File: config.mk
export PLATFORM = sky130hd
export DESIGN_NAME = poly_synth
export DESIGN_NICKNAME = d
export VERILOG_FILES = /design/src/rtl/poly_synth.sv
export SDC_FILE = /design/constraint.sdc
export NUM_CORES = 1
export LEC_CHECK = 0
export ABC_AREA = 1
export CAP_MARGIN = 15
export CORE_AREA = 3 3 248 299
export DETAILED_ROUTE_END_ITERATION = 7
export DIE_AREA = 0 0 251 302
export SYNTH_ARGS = -nofsm -noshare
export SYNTH_HDL_FRONTEND = slang
export SYNTH_SLANG_ARGS = --single-unit
File: constraint.sdc
create_clock -name clk -period 17.7 [get_ports clk]
set_input_delay 3.54 -clock clk [delete_from_list [all_inputs] [get_ports clk]]
set_output_delay 3.54 -clock clk [all_outputs]
set_load 0.02 [all_outputs]
File: src/rtl/poly_synth.sv
`default_nettype none
// ============================================================================
// Module   : poly_synth
// Brief    : N-voice square/saw synth with linear ADSR per voice, mixed by one
//            shared time-multiplexed MAC into a signed PCM stream.
//            Optional define POLY_SYNTH_MIX_NORM_EN: scale mix by 1/VOICES.
// Revision : 1.0 - initial release
// ============================================================================
module poly_synth #(
    parameter int VOICES     = 4,
    parameter int OSC_W      = 12,
    parameter int SAMPLE_DIV = 512,
    parameter int ADSR_DIV   = 512,
    parameter int OUT_W      = 16
) (
    input  logic                    clk,
    input  logic                    rst,
    input  logic [VOICES-1:0]       trig,
    input  logic                    cfg_we,
    input  logic [3:0]              cfg_voice,
    input  logic [2:0]              cfg_addr,
    input  logic [OSC_W-1:0]        cfg_data,
    output logic signed [OUT_W-1:0] sample_out,
    output logic                    sample_valid,
    output logic [VOICES-1:0]       voice_active
);
    localparam int c_LOGV = $clog2(VOICES);
    localparam int c_VW   = (VOICES > 1) ? c_LOGV : 1;
    localparam int c_AW   = OUT_W + c_LOGV;
    localparam int c_SW   = $clog2(SAMPLE_DIV + 1);
    localparam int c_EW   = $clog2(ADSR_DIV + 1);
    localparam logic [c_SW-1:0] c_SMAX = c_SW'(SAMPLE_DIV - 1);
    localparam logic [c_EW-1:0] c_EMAX = c_EW'(ADSR_DIV - 1);
    localparam logic signed [c_AW-1:0] c_PMAX = {{(c_LOGV+1){1'b0}}, {(OUT_W-1){1'b1}}};
    localparam logic signed [c_AW-1:0] c_NMAX = {{(c_LOGV+1){1'b1}}, {(OUT_W-1){1'b0}}};

    typedef enum logic [2:0] {
        S_IDLE    = 3'd0,
        S_ATTACK  = 3'd1,
        S_DECAY   = 3'd2,
        S_SUSTAIN = 3'd3,
        S_RELEASE = 3'd4
    } adsr_state_t;

    logic [OSC_W-1:0]  r_inc   [VOICES];
    logic [7:0]        r_ai    [VOICES];
    logic [7:0]        r_di    [VOICES];
    logic [7:0]        r_s     [VOICES];
    logic [7:0]        r_ri    [VOICES];
    logic [VOICES-1:0] r_wave;
    logic [OSC_W-1:0]  r_phase [VOICES];
    logic [7:0]        r_env   [VOICES];
    adsr_state_t       r_state [VOICES];
    logic [VOICES-1:0] r_gate;
    logic [c_SW-1:0]   r_sdiv;
    logic [c_EW-1:0]   r_ediv;

    logic w_stick, w_etick;
    assign w_stick = (r_sdiv == c_SMAX);
    assign w_etick = w_stick && (r_ediv == c_EMAX);

    always_ff @(posedge clk) begin
        if (rst) begin
            r_wave <= '0;
            for (int v = 0; v < VOICES; v++) begin
                r_inc[v] <= '0;
                r_ai[v]  <= '0;
                r_di[v]  <= '0;
                r_s[v]   <= '0;
                r_ri[v]  <= '0;
            end
        end else if (cfg_we) begin
            // Voice numbers beyond VOICES never match, so those writes drop out.
            for (int v = 0; v < VOICES; v++) begin
                if (cfg_voice == 4'(v)) begin
                    case (cfg_addr)
                        3'd0:    r_inc[v]  <= cfg_data;
                        3'd1:    r_ai[v]   <= cfg_data[7:0];
                        3'd2:    r_di[v]   <= cfg_data[7:0];
                        3'd3:    r_s[v]    <= cfg_data[7:0];
                        3'd4:    r_ri[v]   <= cfg_data[7:0];
                        3'd5:    r_wave[v] <= cfg_data[0];
                        default: ;
                    endcase
                end
            end
        end
    end

    logic [8:0]        w_att [VOICES];
    logic signed [9:0] w_dec [VOICES];
    logic signed [9:0] w_rel [VOICES];
    logic signed [7:0] w_osc [VOICES];

    always_comb begin
        for (int v = 0; v < VOICES; v++) begin
            w_att[v] = {1'b0, r_env[v]} + {1'b0, r_ai[v]};
            w_dec[v] = $signed({2'b00, r_env[v]}) - $signed({2'b00, r_di[v]});
            w_rel[v] = $signed({2'b00, r_env[v]}) - $signed({2'b00, r_ri[v]});
            if (r_wave[v])
                w_osc[v] = {~r_phase[v][OSC_W-1], r_phase[v][OSC_W-2 -: 7]};
            else
                w_osc[v] = r_phase[v][OSC_W-1] ? 8'h80 : 8'h7F;
        end
    end

    always_ff @(posedge clk) begin
        if (rst) begin
            r_sdiv       <= '0;
            r_ediv       <= '0;
            r_gate       <= '0;
            voice_active <= '0;
            for (int v = 0; v < VOICES; v++) begin
                r_phase[v] <= '0;
                r_env[v]   <= '0;
                r_state[v] <= S_IDLE;
            end
        end else begin
            r_sdiv <= w_stick ? '0 : r_sdiv + c_SW'(1);
            if (w_stick) begin
                r_ediv <= w_etick ? '0 : r_ediv + c_EW'(1);
                r_gate <= trig;
                for (int v = 0; v < VOICES; v++) begin
                    r_phase[v] <= r_phase[v] + r_inc[v];
                    // An edge on the gate consumes this tick; no envelope step.
                    if (trig[v] != r_gate[v]) begin
                        if (trig[v] && (r_state[v] == S_IDLE || r_state[v] == S_RELEASE)) begin
                            r_state[v]      <= S_ATTACK;
                            voice_active[v] <= 1'b1;
                        end else if (!trig[v] && (r_state[v] == S_ATTACK ||
                                     r_state[v] == S_DECAY || r_state[v] == S_SUSTAIN)) begin
                            r_state[v] <= S_RELEASE;
                        end
                    end else if (w_etick) begin
                        case (r_state[v])
                            S_ATTACK: begin
                                if (r_ai[v] == 8'd0 || w_att[v] >= 9'd255) begin
                                    r_env[v]   <= 8'hFF;
                                    r_state[v] <= S_DECAY;
                                end else begin
                                    r_env[v] <= w_att[v][7:0];
                                end
                            end
                            S_DECAY: begin
                                if (r_di[v] == 8'd0 || w_dec[v] <= $signed({2'b00, r_s[v]})) begin
                                    r_env[v]   <= r_s[v];
                                    r_state[v] <= S_SUSTAIN;
                                end else begin
                                    r_env[v] <= w_dec[v][7:0];
                                end
                            end
                            S_SUSTAIN: r_env[v] <= r_s[v];
                            S_RELEASE: begin
                                if (r_ri[v] == 8'd0 || w_rel[v] <= 10'sd0) begin
                                    r_env[v]        <= 8'd0;
                                    r_state[v]      <= S_IDLE;
                                    voice_active[v] <= 1'b0;
                                end else begin
                                    r_env[v] <= w_rel[v][7:0];
                                end
                            end
                            default: r_env[v] <= 8'd0;
                        endcase
                    end
                end
            end
        end
    end

    logic [c_VW-1:0]          r_mac_idx;
    logic                     r_mac_busy;
    logic signed [c_AW-1:0]   r_acc;
    logic signed [7:0]        w_osc_sel;
    logic signed [8:0]        w_env_sel;
    logic signed [16:0]       w_prod;
    logic signed [c_AW-1:0]   w_sum;
    logic signed [c_AW-1:0]   w_scaled;
    logic signed [OUT_W-1:0]  w_sat;

    assign w_osc_sel = w_osc[r_mac_idx];
    assign w_env_sel = $signed({1'b0, r_env[r_mac_idx]});
    assign w_prod    = 17'(w_osc_sel) * 17'(w_env_sel);
    assign w_sum     = r_acc + c_AW'(w_prod);

`ifdef POLY_SYNTH_MIX_NORM_EN
    assign w_scaled = w_sum >>> c_LOGV;
`else
    assign w_scaled = w_sum;
`endif

    always_comb begin
        if (w_scaled > c_PMAX)
            w_sat = c_PMAX[OUT_W-1:0];
        else if (w_scaled < c_NMAX)
            w_sat = c_NMAX[OUT_W-1:0];
        else
            w_sat = w_scaled[OUT_W-1:0];
    end

    // Voice k is summed in cycle T+1+k; the final sum is registered at T+VOICES.
    always_ff @(posedge clk) begin
        if (rst) begin
            r_mac_busy   <= 1'b0;
            r_mac_idx    <= '0;
            r_acc        <= '0;
            sample_out   <= '0;
            sample_valid <= 1'b0;
        end else begin
            sample_valid <= 1'b0;
            if (w_stick) begin
                r_mac_busy <= 1'b1;
                r_mac_idx  <= '0;
                r_acc      <= '0;
            end else if (r_mac_busy) begin
                r_acc     <= w_sum;
                r_mac_idx <= r_mac_idx + c_VW'(1);
                if (r_mac_idx == c_VW'(VOICES - 1)) begin
                    r_mac_busy   <= 1'b0;
                    sample_out   <= w_sat;
                    sample_valid <= 1'b1;
                end
            end
        end
    end
endmodule
`default_nettype wire

; ---- After elaboration in Yosys (flattened, before gate mapping)
; Memories as Yosys holds them, arrays and structs flattened. A register that Yosys moved wholly into a read port is not among the register bits.
; Index checks and enable logic that the tools add are counted.
[totals]
ff_bits = 70
mem_bits_rw = 268
inputBits = 26
out_inout_bits = 21
elab_cells = 726
n_memories = 8
[classes]
add_sub_neg = 20
n_mul = 1
n_lt_le_gt_ge = 15
eq_ne = 35
muxes = 466
n_bitwise = 83
reduce_logical = 82
[mem_list]
columns = name, depth, word_bits, rd, rd_ports_with_merged_regs, wr, line
row1 = r_inc, 4, 12, 4, 0, 4, 45  ; logic [OSC_W-1:0] r_inc [VOICES];
row2 = r_phase, 4, 12, 4, 0, 4, 51  ; logic [OSC_W-1:0] r_phase [VOICES];
row3 = r_ai, 4, 8, 4, 0, 4, 46  ; logic [7:0] r_ai [VOICES];
row4 = r_di, 4, 8, 4, 0, 4, 47  ; logic [7:0] r_di [VOICES];
row5 = r_env, 4, 8, 5, 1, 4, 52  ; logic [7:0] r_env [VOICES];
row6 = r_ri, 4, 8, 4, 0, 4, 49  ; logic [7:0] r_ri [VOICES];
row7 = +2 memories, --, --, --, --, --, --
[op_table]
columns = op, n
row1 = $mux 8, 58
row2 = $mux 1, 374
row3 = $logic_not 8->1, 12
row4 = $mux 12, 8
row5 = $or 1x1->1, 76
row6 = $sub 8x8->9, 8
row7 = $mux 3, 20
row8 = $add 12x12->12, 4
row9 = $add 8x8->9, 4
row10 = $ge 9x8->1 const B, 4
row11 = $le 9x1->1 const B, 4
row12 = $le 9x9->1, 4
row13 = $mux 16, 2
row14 = $eq 3x2->1 const B, 10
row15 = $logic_or 1x1->1, 24
row16 = $reduce_bool 2->1, 12
row17 = $add 10x1->10 const B, 2
row18 = $eq 10x9->1 const B, 2
row19 = $reduce_and 5->1, 4
row20 = $add 18x17->18, 1
row21 = $eq 3x3->1 const B, 6
row22 = $gt 18x16->1 const B, 1
row23 = $lt 18x16->1 const B, 1
row24 = $mul 8x9->17, 1
row25 = other kinds (21), 60

; ---- Depth between registers and ports, before layout
; An unclocked memory read counts as a cell.
[depth]
depth_word = 19
ltp_mapped = 30
depth_no_buf = 30

; ---- Least setup slack after synthesis
; Ideal clock, no wire load.
[synth_timing]
kind = input to register
startpoint = input rst
endpoint = memory r_phase[0][0], enable pin
setup_time_ns = 0.431
arrival_ns = 5.626
t_required_ns = 17.269
setup_slack_ns = 11.643
cell_stages = 4
n_path_buf = 2
cell_sequence = clkinv_1 -> clkbuf_1 -> nand2_1 -> clkbuf_1
[synth_rtl]
columns = item, line
row1 = "start, declared", 17  ; input logic rst,
row2 = "end, declared", 51

==> summary.txt <==
Status
  • Status: complete, no violations

Critical path
  • Critical path launch point type: flip-flop
  • Crit path required time: between 15,000 and 20,000 ps
  • Crit-path max FO: 19
  • Reg2reg path depth: 23
  • Data arrival, critical path: around 7400 ps
  • Register-to-register setup slack: about 11,000 ps
  • Critical Path Sink: sample_out[4]
  • RR Endpoint: sample_out[4]
  • Setup crit end kind: flip-flop
  • CP Class: reg -> reg

Clock network
  • Clock sinks: 340
  • Max Buffers Root-to-Sink: 3
  • Root Buffer: clkbuf_16
  • Post-CTS Setup Inserts: 0
  • H-tree depth: 2
  • Clock transition at the registers of the reported paths: roughly 60 ps
  • Num CTS Buffers: 39
  • CTS tree: yes
  • Cts repair resizes: 0
  • Clk_lat worst skew: around 570 ps
  • CTS Hold Bufs: 0

GRT
  • Number of global-route vias before repair: 20,100
  • Total grt overflow: 0
  • Global-route wire length before repair: roughly 110,000 um
  • Initial antenna violation count: 0
  • Largest net degree at the start of global routing: 51
  • Tot GR Track Use: roughly 18%

Die
  • I/O pin cnt: 47
  • Floorplan row count: 107
  • Die height: ~300 um
  • Die width: approximately 250 um
  • Core area: 71,200 um^2
  • Die area: ~76,000 um^2
  • Initial Utilization: about a third

Pwr
  • LEAKAGE: roughly 13 nW
  • Cell Pwr Density: ~78 nW/um^2
  • Max IR drop VDD: 0.0506 mV

Place
  • Post-DP HPWL: about 50,000 um
  • Post-Place Setup Slack: just over 10,000 ps
  • Post-Place Cell Area: 26,500 um^2
  • Placer Congestion: 0.879
  • Port bufs: 46

Synth
  • Synth area leader: edfxtp_1
  • Share of the synthesized area in the top cell type: between 30% and 40%
  • Largest cells by area after synthesis: edfxtp_1, ha_1, nand2_1
  • Post-synth ARST share: 0%
  • Synth Register Bits: 340
  • Post-Syn Area: 24,900 um^2
  • Synth Flop Type: edfxtp_1
  • Number of flops mapped to enable cells by yosys: ~270
  • Average size of a mapped cell: 8.07 um^2
  • Ys Warns: 0
  • Syn Nets: 3,411
  • Cells after synthesis: 3,091
  • Post-synthesis sequential area ratio: between 30% and 40%
  • Count of cell types in the netlist: 59

STA
  • Max-slew headroom: between 10% and 20%
  • Unrepaired setup endpoints after global routing: false
  • Final slew viol count: 0
  • Finish-stage setup viols: 0
  • Total negative setup slack: 0 ps
  • Clk_skew: around 22 ps
  • Fin. Hold Viols: 0
  • Worst-Margin Slew: 1310 ps
  • FMAX: approximately 0.14 GHz
  • Period utilization: around two fifths
  • PnR worst setup slack: 10,770 ps
  • Period minus WS final: roughly 7000 ps

Drt
  • Drt drc: 0
  • First drt pass iteration count: 7
  • WL per Instance: roughly 17 um
  • Post-Route WL: 67,600 um
  • Iter 0 DRT Violations: around 1,300
  • Vias: ~20,000
  • Detail Route Antenna Nets: 0
  • Via density: approximately 5.0

Finish
  • Layout Utilization: 38.9%
  • Layout cells sized above 1: under 10%
  • Final net count: 3,458
  • Syn-to-layout area delta: 11.2%
  • Antenna diodes: 0
  • Final instance area: 27,700 um^2

Job
  • Max-Cap Viols: 0

Hold path
  • Hold WC Path Type: reg -> reg
layout by cell type, fill, tap and decap left out, drive strengths merged, types with 12 or more instances in the layout:
cell / count
a21oi: 238
buf: 16
clkbuf: 57
clkdlybuf4s50: 46
clkinv: 15
dfxtp: 72
edfxtp: 268
fa: 67
ha: 227
inv: 493
nand2: 596
nand3: 158
nand3b: 12
nand4: 57
nor2: 443
nor3: 39
nor4: 22
o21ai: 131
o21bai: 15
or2: 36
xnor2: 28
xor2: 58
power by group:
group / internal [W] / switching [W] / leakage (nW)
Sequential: 0.000892 / 0.0000259 / 3.14
Clock: 0.000461 / 0.000340 / 0.626
Combinational: 0.000161 / 0.000290 / 8.99
worst max-delay path, stage by stage (launching register included):
cell and delay (ps):
dfxtp_1 660, inv_1 310, or2_2 340, a32oi_1 550, inv_1 180, nand2_1 120
fa_1 410, inv_1 80, fa_1 440, fa_1 500, fa_1 490, inv_1 50
fa_1 490, inv_1 40, ha_1 360, nand2_1 60, o21ai_0 430, nand4_1 150
nand4_1 120, xor2_1 270, nand2_1 120, a21oi_1 440, nand2_1 110, a21oi_1 130
synthesized netlist by cell type, types with 37 or more instances:
master	number
nand4_1	56
nor3_1	37
inv_1	487
edfxtp_1	268
clkbuf_1	53
nand2_1	589
xor2_1	58
o21ai_0	126
dfxtp_1	72
fa_1	67
nand3_1	153
a21oi_1	238
ha_1	227
nor2_1	426
routing by layer:
| metal | share of wire [%] | track usage, % | vias to the layer above |
|---|---|---|---|
| li1 | - | - | 10300 |
| met1 | 44 | 22.8 | 9553 |
| met2 | 48 | 31.5 | 431 |
| met3 | 4.6 | 2.03 | 120 |
| met4 | 3.4 | 6.26 | 0 |
| met5 | 0 | 0 | - |
cell type report:
class | count | area, um^2
Timing Repair Buffer | 63 | 583
Sequential cell | 340 | 9490
Clock inverter | 16 | 121
Inverter | 493 | 1850
Tap cell | 926 | 1160
Fill cell | 7293 | 43500
Clock buffer | 56 | 1130
Multi-Input combinational cell | 2201 | 13400
worst min-delay path by stage:
stage | start | to | slack, ps | depth (start not counted)
after floorplan | r_sdiv[0] | r_sdiv[0] | 420 | 1
after global placement | r_sdiv[0] | r_sdiv[0] | 430 | 1
after detailed placement | r_sdiv[0] | r_sdiv[0] | 440 | 1
after CTS | r_sdiv[0] | r_sdiv[0] | 450 | 1
after global routing | r_sdiv[0] | r_sdiv[0] | 490 | 1
final | r_sdiv[0] | r_sdiv[0] | 450 | 1
per-stage QoR:
stage / hold WS [ps] / instances / total power, W
3_5_place_dp: 440 / 4021 / 0.00139
4_1_cts: 454 / 4093 / 0.00219
3_3_place_gp: 435 / 4021 / 0.00138
5_1_grt: 486 / 4095 / 0.00229
6_report: 450 / 4095 / 0.00217
2_1_floorplan: 418 / 3091 / 0.00126
cells by family (layout without fill, tap and decap cells):
family / after synthesis / in the layout / share of synthesized area [%]
flip-flops: 340 / 340 / 38.1
AO/OA/AOI/OAI: 445 / 445 / 9.78
buffers and inverters: 550 / 628 / 8.31
adder cells (fa/ha/maj): 294 / 294 / 16.8
XOR/XNOR: 86 / 86 / 3.02
AND/OR/NAND/NOR: 1376 / 1376 / 24.1
flip-flops by register name (all words and copies together) (netlist names), named ones only:
register	count
r_ai	32
r_di	32
r_wave	4
sample_out	16
r_sdiv	10
r_state	12
r_ediv	10
r_phase	48
sample_valid	1
voice_active	4
r_gate	4
r_acc	18
r_inc	48
r_env	32
r_mac_busy	1
r_s	32
r_mac_idx	2
r_ri	32
Power figures use the tool's default switching activity.
